### config.mk
export PLATFORM = sky130hd
export DESIGN_NAME = uart_rx
export DESIGN_NICKNAME = d
export VERILOG_FILES = /design/src/rtl/uart_rx.sv
export SDC_FILE = /design/constraint.sdc
export NUM_CORES = 1
export LEC_CHECK = 0
export BUFFER_PORTS_ARGS = -buffer_cell sky130_fd_sc_hd__buf_4
export CAP_MARGIN = 0
export CORE_MARGIN = 2
export CORE_UTILIZATION = 50
export CTS_BUF_LIST = sky130_fd_sc_hd__clkbuf_8
export CTS_CLUSTER_DIAMETER = 100
export DETAILED_ROUTE_END_ITERATION = 6
export GPL_TIMING_DRIVEN = 0
export PLACE_DENSITY = 0.67
export SYNTH_ARGS = -nofsm -noshare
export SYNTH_HDL_FRONTEND = slang
export SYNTH_SLANG_ARGS = --single-unit
### constraint.sdc
create_clock -name clk -period 4.84 [get_ports clk]
set_clock_uncertainty 0.2 [all_clocks]
set_input_delay 0.968 -clock clk [delete_from_list [all_inputs] [get_ports clk]]
set_output_delay 0.968 -clock clk [all_outputs]
set_load 0.1 [all_outputs]
### src/rtl/uart_rx.sv
// uart_rx: 8N1 UART receiver for the host-to-FPGA direction of the USB-serial
// bridge. Synchronises the asynchronous line and samples each bit near its
// centre. Bits are deserialised LSB first. Each good byte is presented with a
// one-cycle strobe, and a low stop bit is reported with a one-cycle error strobe.
`timescale 1ns/1ps
module uart_rx #(
  parameter int CLK_FREQ     = 100_000_000,
  parameter int BAUD         = 115_200,
  parameter int CLKS_PER_BIT = CLK_FREQ / BAUD
) (
  input  logic       clk,
  input  logic       rst_n,
  input  logic       rx,
  output logic [7:0] rx_data,
  output logic       rx_valid,
  output logic       frame_err,
  output logic       busy
);

  localparam int CNT_W = $clog2(CLKS_PER_BIT) + 1;
  localparam logic [CNT_W-1:0] FULL_LAST = CNT_W'(CLKS_PER_BIT - 1);
  localparam logic [CNT_W-1:0] HALF_LAST = CNT_W'(CLKS_PER_BIT / 2 - 1);

  typedef enum logic [2:0] {
    IDLE,
    START,
    DATA,
    STOP,
    WAIT_IDLE
  } state_t;

  state_t           state, state_next;
  logic             rx_meta, rx_s;
  logic [CNT_W-1:0] cnt, cnt_next;
  logic [2:0]       idx, idx_next;
  logic [7:0]       shift, shift_next;
  logic [7:0]       data_next;
  logic             valid_next, ferr_next;

  // Two-flop synchroniser; resets to the idle (high) line level.
  always_ff @(posedge clk or negedge rst_n) begin
    if (!rst_n) begin
      rx_meta <= 1'b1;
      rx_s    <= 1'b1;
    end else begin
      rx_meta <= rx;
      rx_s    <= rx_meta;
    end
  end

  // FSM state register.
  always_ff @(posedge clk or negedge rst_n) begin
    if (!rst_n) state <= IDLE;
    else        state <= state_next;
  end

  // Next-state logic: bit timing, mid-bit sampling and strobe generation.
  always_comb begin
    state_next = state;
    cnt_next   = cnt;
    idx_next   = idx;
    shift_next = shift;
    data_next  = rx_data;
    valid_next = 1'b0;
    ferr_next  = 1'b0;
    case (state)
      IDLE: begin
        cnt_next = '0;
        if (!rx_s) state_next = START;
      end
      START: begin
        // Half a bit after the falling edge: still low means a real start bit.
        if (cnt == HALF_LAST) begin
          cnt_next   = '0;
          idx_next   = '0;
          state_next = rx_s ? IDLE : DATA;
        end else begin
          cnt_next = cnt + 1'b1;
        end
      end
      DATA: begin
        if (cnt == FULL_LAST) begin
          cnt_next        = '0;
          shift_next[idx] = rx_s;
          if (idx == 3'd7) state_next = STOP;
          else             idx_next   = idx + 3'd1;
        end else begin
          cnt_next = cnt + 1'b1;
        end
      end
      STOP: begin
        if (cnt == FULL_LAST) begin
          cnt_next = '0;
          if (rx_s) begin
            data_next  = shift;
            valid_next = 1'b1;
            state_next = IDLE;
          end else begin
            // Stop bit low: drop the byte and wait out a break / stuck line.
            ferr_next  = 1'b1;
            state_next = WAIT_IDLE;
          end
        end else begin
          cnt_next = cnt + 1'b1;
        end
      end
      WAIT_IDLE: begin
        if (rx_s) state_next = IDLE;
      end
      default: state_next = IDLE;
    endcase
  end

  // Control and output registers; reset discards any partial frame.
  always_ff @(posedge clk or negedge rst_n) begin
    if (!rst_n) begin
      cnt       <= '0;
      idx       <= '0;
      rx_data   <= 8'h00;
      rx_valid  <= 1'b0;
      frame_err <= 1'b0;
    end else begin
      cnt       <= cnt_next;
      idx       <= idx_next;
      rx_data   <= data_next;
      rx_valid  <= valid_next;
      frame_err <= ferr_next;
    end
  end

  // Deserialiser shift register; contents only matter once a frame completes.
  always_ff @(posedge clk) begin
    shift <= shift_next;
  end

  assign busy = (state != IDLE);

endmodule

* Word-level counts from Yosys, hierarchy flattened
Cells that the tools add are included.
** Cells by class
- Add/subtract/negate cells :: 2
- $mul :: 0
- Divide/modulo/power cells :: 0
- Order comparisons :: 2
- Equal/unequal tests :: 14
- Shift operators :: 0
- Mux-type cells :: 25
- Bitwise gates (word level) :: 0
- Reductions and logical operators :: 10
** Operator list (number)
- 11-bit one-hot mux with 3 select lines :: 1
- 3-bit 2-to-1 mux :: 10
- 11-bit 2-to-1 mux :: 2
- 3-bit one-hot mux with 5 select lines :: 1
- 2-bit inequality test, second input constant :: 7
- 11-bit by 1-bit adder with 11-bit output, second input constant :: 1
- 11-bit by 10-bit == test with 1-bit output, second input constant :: 1
- 11-bit by 9-bit == test with 1-bit output, second input constant :: 1
- 8-bit bitwise mux :: 1
- 1-bit 2-to-1 mux :: 7
- 3-bit by 2-bit == test with 1-bit output, second input constant :: 2
- 3-bit == test, second input constant :: 2
- 3-bit one-hot mux with 2 select lines :: 1
- 6-bit AND reduction :: 1
- 3-bit nonzero test :: 2
- 3-bit by 4-bit less-than comparator with 1-bit output, second input constant :: 1
- 4-bit AND reduction :: 1
- 3-bit by 1-bit adder with 3-bit output, second input constant :: 1
- 1-bit demux with 3-bit select :: 1
- 3-bit by 1-bit == test with 1-bit output, second input constant :: 1
- 3-bit by 1-bit greater-or-equal comparator with 1-bit output, second input constant :: 1
- 3-bit logical NOT :: 1
- 3-bit AND reduction :: 1
- 2-bit 2-to-1 mux :: 1
- 4 further kinds :: 4
** Storage, ports and cells
- Register bits after elaboration :: 37
- Latch bits :: 0
- RAM bits :: 0
- ROM bits :: 0
- Logic and storage cells :: 62
- Memories :: 0

* Logic depth before layout (Yosys ltp)
Gate-level depths: netlist of the first run.
- Word-level depth :: 5
- Depth in mapped cells :: 6
- Gate-level depth less buffers :: 6

* Worst setup path after synthesis of the first run
No wires, ideal clock.
- Kind :: register to output
- From :: reg state[1]
- To :: out busy
- Arrival time :: 1.359 ns
- Data required time :: 3.672 ns
- Setup slack :: 2.313 ns
- Stages on the path, launching flop included :: 4
- Buffers on the path :: 1
- Cell sequence :: dfrtp_1 -> clkbuf_1 -> nor2_1 -> nand2_1
** On the way
- Longest elaborated chain between the ends :: 1
** Ends and longest elaborated chain
- from (decl) :: line 32 : state_t state, state_next;
- from (signal assigned) :: line 54 : else state <= state_next;
- 3-bit nonzero test :: line 136 : assign busy = (state != IDLE);
- to (decl) :: line 17 : output logic busy
Every way passes these cells.

* Final worst setup path of the first run
Same ends and word-level chain as after synthesis.

==> metrics.cfg, run 1 <==
[clock_tree]
numCtsBuffers=5
htreeDepth=2
clkSinkCount=37
clk_pin_slew_ns=0.07
cts_tree=built
holdBufCountCts=0
cts_root_buf=clkbuf_8
post_cts_resized=0
clock_latency_ns=0.30
max-clock-path-buffers=2
cts_setup_buffers=0

[place]
portBuffers=13
routabilityCongestion=0.866
dpl.hpwl_um=2530

[global_routing]
grt_pass1_vias=1305
grt_start_max_net_pins=30
overflow=0
antenna_found_initial=0
grt.total_usage_pct=19.5
grt_pass1_wl_um=6080

[timing]
min_period_over_period_pct=55.9
setup_viol=0
tns_ns=0
grt_setup_unrepaired=false
fmax_mhz=369
hold_viol_final=0
worst_pin_slew_ns=0.495
timing.slew.headroom_pct=66.8
timing_max_transition_violations_final=0
fin_crit_ns=2.71

[logic_synthesis]
async_flop_share_pct=78.4
synth_top_cell_by_area=dfrtp_1
synth.distinct_cells=46
synthCells=162
syn_nets=169
synth_area_leaders=dfrtp_1 (37%), edfxtp_1 (13%), mux2_2 (5.5%), dfstp_2 (2.9%), nor2_1 (2.9%)
ys.flop_type=dfrtp_1
synth-seq-cells=37
yosysWarnings=0
syn_area_per_cell_um2=11.3
synth_edf_count=8
netlist_area_um2=1830
ys_seq_area_share_pct=52.8
synth_top_area_share_pct=36.8

[pwr]
vdd_ir_drop_max_uv=113
leakage_uw=0.000904
power_density_nw_per_um2=258
p_total_uw=537

[cells_and_area]
final_cell_mix=dfrtp_1 (27), nor2_1 (14), buf_4 (14)
layout.nets=189
multiInputGateArea_um2=798
num-fill-cells=318
syn2layout_area_growth_pct=13.3
final_common_cell=dfrtp_1
regArea_um2=968
antenna_cells=0
drive_gt1_share_pct=26.2

[setup_path]
r2r-start=cnt[0]$_DFFE_PN0P_
crit_fanout=10
r2r_cells=5
path_class=register to primary output
startpoint_type=register
path_cells=clkbuf_1 -> nor2_1 -> nand2_1 -> buf_4
slowest_stage=dfrtp_1
rrSetupSlack_ns=2.55
cpPeakStageDelay_ns=0.41
r2r-end=rx_data[7]$_DFFE_PN0P_
cp.required_ns=3.67
worstPathArrival_ns=1.54
endpoint_kind=primary output

[drt]
drt-total-wl_um=3530
drt_iter0_markers=82
vias=1363
detail_route.first_pass.iterations=4
avgViaCountPerCell=5.90
drc=0
postRouteAntennaNets=0
wire_per_inst_um=15.3

[status]
status=finished, final reports clean

[hold_path]
hold_path_class=register to register
holdPathEnd=rx_s$_DFF_PN1_
hp-start=rx_meta$_DFF_PN1_
hold-path-cell-count=0

[die]
core_area_um2=3610
die_area_um2=4170
core.rowCount=22
start_util_pct=50.9
die_w_um=64.6
pin_count=14
fp.dieH_um=64.6

[run]
cap_violations=0

## worst max path at each step
stage	from	slack, ns	depth (start not counted)	to
2_1_floorplan	state[1]$_DFFE_PN0P_	2.31	3	busy
3_3_place_gp	state[1]$_DFFE_PN0P_	2.50	4	busy
3_5_place_dp	state[1]$_DFFE_PN0P_	2.47	4	busy
4_1_cts	state[1]$_DFFE_PN0P_	2.13	4	busy
5_1_grt	state[1]$_DFFE_PN0P_	2.06	4	busy
6_report	state[1]$_DFFE_PN0P_	2.13	4	busy
## worst max-delay path: cells and delay by family, from the launching register on
kind / cells / cell delay, ns
and+or+nand+nor: 2 / 0.19
DFF: 1 / 0.41
buffers and inverters: 2 / 0.64
## cells by family (layout without fill, tap and decap cells)
logic type	count (synthesis)	count (layout)	share of synthesized area [%]
fa+ha+maj	4	4	2.73
buf+inv	11	32	3.68
compound gates	33	33	12.5
mux	9	9	5.53
simple gates	67	67	22.3
xor+xnor	1	1	0.478
flops	37	37	52.8
## layout make-up
class                   instances  share of cell area [%]
clock inverters                 3                   0.843
multi-input cells             114                    38.4
plain buffers                   6                    2.35
flip-flops and latches         37                    46.6
clock buffers                   5                    3.31
repair buffers                 13                    4.70
well taps                      48                    2.89
inverters                       5                   0.903
## per-layer routing
metal / part of all wire, % / vias up / global-route usage (%) / wire length (um)
li1: - / 649 / - / -
met1: 41 / 667 / 22.1 / 1440
met2: 53 / 40 / 34.6 / 1860
met3: 4.8 / 7 / 4.69 / 169
met4: 1.8 / 0 / 8.51 / 64
met5: 0 / - / 0 / 0
## power by group
| group | internal (uW) | switching [uW] |
|---|---|---|
| clock network | 99.2 | 110 |
| registers | 320 | 1.64 |
| logic | 1.32 | 5.10 |
| total | 420 | 116 |
## synth_stat cells (2+ instances only)
cell and instances:
nor3_1 6, o21ai_0 8, clkbuf_1 2, o211ai_1 3, ha_1 4, nand2b_1 4
and4_2 2, nor4_1 2, nand4_1 2, buf_6 3, nor2b_1 2, dfstp_2 2
o221ai_1 2, nand3_1 7, a211oi_1 3, a22o_1 2, nor3_4 2, a21oi_1 8
and3_2 3, nor2_1 14, mux2_2 9, nand2_1 10, inv_1 5, dfrtp_1 27
edfxtp_1 8, or4_1 2
## state kept, by name, indices dropped and copies added, names as in the netlist
| name | count |
|---|---|
| rx_valid | 1 |
| rx_meta | 1 |
| rx_s | 1 |
| cnt | 11 |
| rx_data | 8 |
| shift | 8 |
| frame_err | 1 |
| idx | 3 |
| state | 3 |
## per-stage QoR
step / setup WS, ns / util [%] / cell area (um^2) / instances / hold WS [ns]
3_3_place_gp: 2.50 / 55.2 / 1990 / 223 / 0.147
3_5_place_dp: 2.47 / 55.2 / 1990 / 223 / 0.157
6_report: 2.13 / 57.6 / 2080 / 231 / 0.167
2_1_floorplan: 2.31 / - / 1830 / 162 / 0.145
4_1_cts: 2.13 / 57.6 / 2080 / 231 / 0.168
5_1_grt: 2.06 / 57.6 / 2080 / 231 / 0.172
No activity file was read; power rests on OpenSTA's default activity.
==> run 2, diff against run 1 <==
==> constraint.sdc (replaced) <==
create_clock -name clk -period 2.6 [get_ports clk]
set_clock_uncertainty 0.2 [all_clocks]
set_input_delay 0.52 -clock clk [delete_from_list [all_inputs] [get_ports clk]]
set_output_delay 0.52 -clock clk [all_outputs]
set_load 0.1 [all_outputs]
==> run 2 against run 1 <==
  * Final cell count rose by 0.43%
  * Combinational power rose by 100%
  * Critical path type is now register to register
  * Sequential share of layout area fell by 0.22 points
  * First-iteration DRC count rose by 9.8%
==> metrics.cfg, run 2 (synthesis results as in run 1) <==
[global_routing]
grt_pass1_wl_um=6090  ; +0.23%
grt_pass1_vias=1308  ; +0.23%
antenna_found_initial=0  ; unchanged
grt_start_max_net_pins=30  ; unchanged
overflow=0  ; unchanged
grt.total_usage_pct=19.5  ; +0.037 points

[setup_path]
endpoint_kind=register
crit_fanout=9  ; -1
path_class=register to register
worstPathArrival_ns=2.26  ; +0.72 ns
startpoint_type=register
cp.required_ns=2.58  ; -1.09 ns

[drt]
m1WireLength_um=1450  ; +0.63%
drt_iter0_markers=90  ; +9.8%
route.met3.wl_um=163  ; -3.6%
drt-total-wl_um=3530  ; -0.14%
top_layer=met4
detail_route.first_pass.iterations=4  ; unchanged
vias=1363  ; unchanged
wire_per_inst_um=15.2  ; -0.57%
wl_met2_um=1850  ; -0.43%
drc=0  ; unchanged
avgViaCountPerCell=5.88  ; -0.43%
postRouteAntennaNets=0  ; unchanged

[timing]
fin_crit_ns=2.28
grt_setup_unrepaired=false
timing_max_transition_violations_final=0  ; unchanged
min_period_over_period_pct=87.7
hold_slack_ns=0.130  ; -0.0369 ns
tns_ns=0  ; unchanged
fmax_mhz=439
hold_viol_final=0  ; unchanged
timing.slew.headroom_pct=67.5  ; +0.69 points
setup_viol=0  ; unchanged
worst_pin_slew_ns=0.485  ; -0.0103 ns

[cells_and_area]
largestRegisters=cnt: 11 flops, rx_data: 8 flops, shift: 8 flops
final_common_cell=dfrtp_1
regArea_um2=968  ; unchanged
layout.nets=190  ; +0.53%
antenna_cells=0  ; unchanged
num-fill-cells=317  ; -0.31%
largest_register_ffs=11  ; unchanged
final_util_pct=57.9  ; +0.28 points
final_cell_mix=dfrtp_1 (27), nor2_1 (14), buf_4 (14)
fin_area_um2=2090  ; +0.48%
regMostFlops=cnt
multiInputGateArea_um2=798  ; unchanged
syn2layout_area_growth_pct=13.8
drive_gt1_share_pct=26.1  ; -0.14 points

[die]
pin_count=14  ; unchanged
start_util_pct=50.9  ; unchanged
die_w_um=64.6  ; unchanged
core_area_um2=3610  ; unchanged
fp.dieH_um=64.6  ; unchanged
die_area_um2=4170  ; unchanged
core.rowCount=22  ; unchanged

[pwr]
net-switching-power_uw=216  ; +86%
internal_power_uw=784  ; +86%
swShare_pct=21.6  ; -0.060 points
comb_power_share_pct=1.3  ; about the same
vdd_ir_drop_max_uv=211  ; +86%
pwr-share-clk_pct=38.8  ; about the same
power_density_nw_per_um2=479  ; +85%
leakage_uw=0.000908  ; +0.46%
seqPwrFrac_pct=59.9  ; about the same

[status]
status=finished, final reports clean

[place]
portBuffers=13  ; unchanged
routabilityCongestion=0.866  ; unchanged
dpl.hpwl_um=2530  ; unchanged
placed_area_um2=1990  ; unchanged

[clock_tree]
cts_root_buf=clkbuf_8
cts_tree=built
clock_latency_ns=0.29  ; about the same
htreeDepth=2  ; unchanged
clkSinkCount=37  ; unchanged
numCtsBuffers=5  ; unchanged
clk_pin_slew_ns=0.07  ; about the same
max-clock-path-buffers=2  ; unchanged

[run]
cap_violations=0  ; unchanged

[hold_path]
hold_path_class=input port to register

[run 2: cell types whose count changed in the layout (fill, tap and decap cells not counted)]
cell           change
dlygate4sd3_1      +1
[run 2: power groups by stage]
stage,Clock [uW],Combinational (uW),Sequential (uW)
floorplan,0,1.32,609
global placement,0,12.4,610
detailed placement,0,12.8,610
CTS,402,14.0,598
global route,427,15.1,599
finish,388,13.1,599
[run 2: metal layers]
metal	global-route usage, %	vias up
met5	0	-
met4	8.51	0
met3	4.69	7
met2	34.8	41
met1	22.1	663
li1	-	652
[run 2: area by class of cell]
class | instances | share of cell area [%]
multi-input combinational | 114 | 38.2
tap | 48 | 2.88
sequential | 37 | 46.4
buffer | 6 | 2.34
inverter | 5 | 0.899
timing repair buffer | 14 | 5.15
clock inverter | 3 | 0.839
clock buffer | 5 | 3.30
[run 2: repair_timing]
action | CTS | global route
setup buffers | 0 | 0
endpoints found under the hold margin | 27 | 0
hold buffers | 1 | 0
resized for setup | 0 | 0
endpoints found under the setup margin | 0 | 0
[run 2: worst max-delay path, stage by stage, from the launching register on]
cell and delay, ns:
dfrtp_1 0.43, ha_1 0.31, and3_2 0.27, nand3_4 0.13
nor3_4 0.43, mux2_2 0.39
[run 2: per-stage QoR]
| step | setup WS, ns | power [uW] | std cells |
|---|---|---|---|
| final | 0.320 | 1000 | 232 |
| after global routing | 0.146 | 1040 | 232 |
| after CTS | 0.312 | 1010 | 232 |
| after detailed placement | 0.336 | 623 | 223 |
| after global placement | 0.382 | 622 | 223 |
| after floorplan | 0.521 | 610 | 162 |
[run 2: path summary, 6_finish.rpt]
kind,from,to,slack (ns),cells past startpoint
max in group asynchronous,rst_n,rx_meta$_DFF_PN1_,1.40,2
min,rx,rx_meta$_DFF_PN1_,0.13,1
min reg2reg,rx_meta$_DFF_PN1_,rx_s$_DFF_PN1_,0.17,0
max,cnt[0]$_DFFE_PN0P_,rx_data[7]$_DFFE_PN0P_,0.32,5
min in group asynchronous,rst_n,cnt[2]$_DFFE_PN0P_,0.49,2
max reg2reg,cnt[0]$_DFFE_PN0P_,rx_data[7]$_DFFE_PN0P_,0.32,5
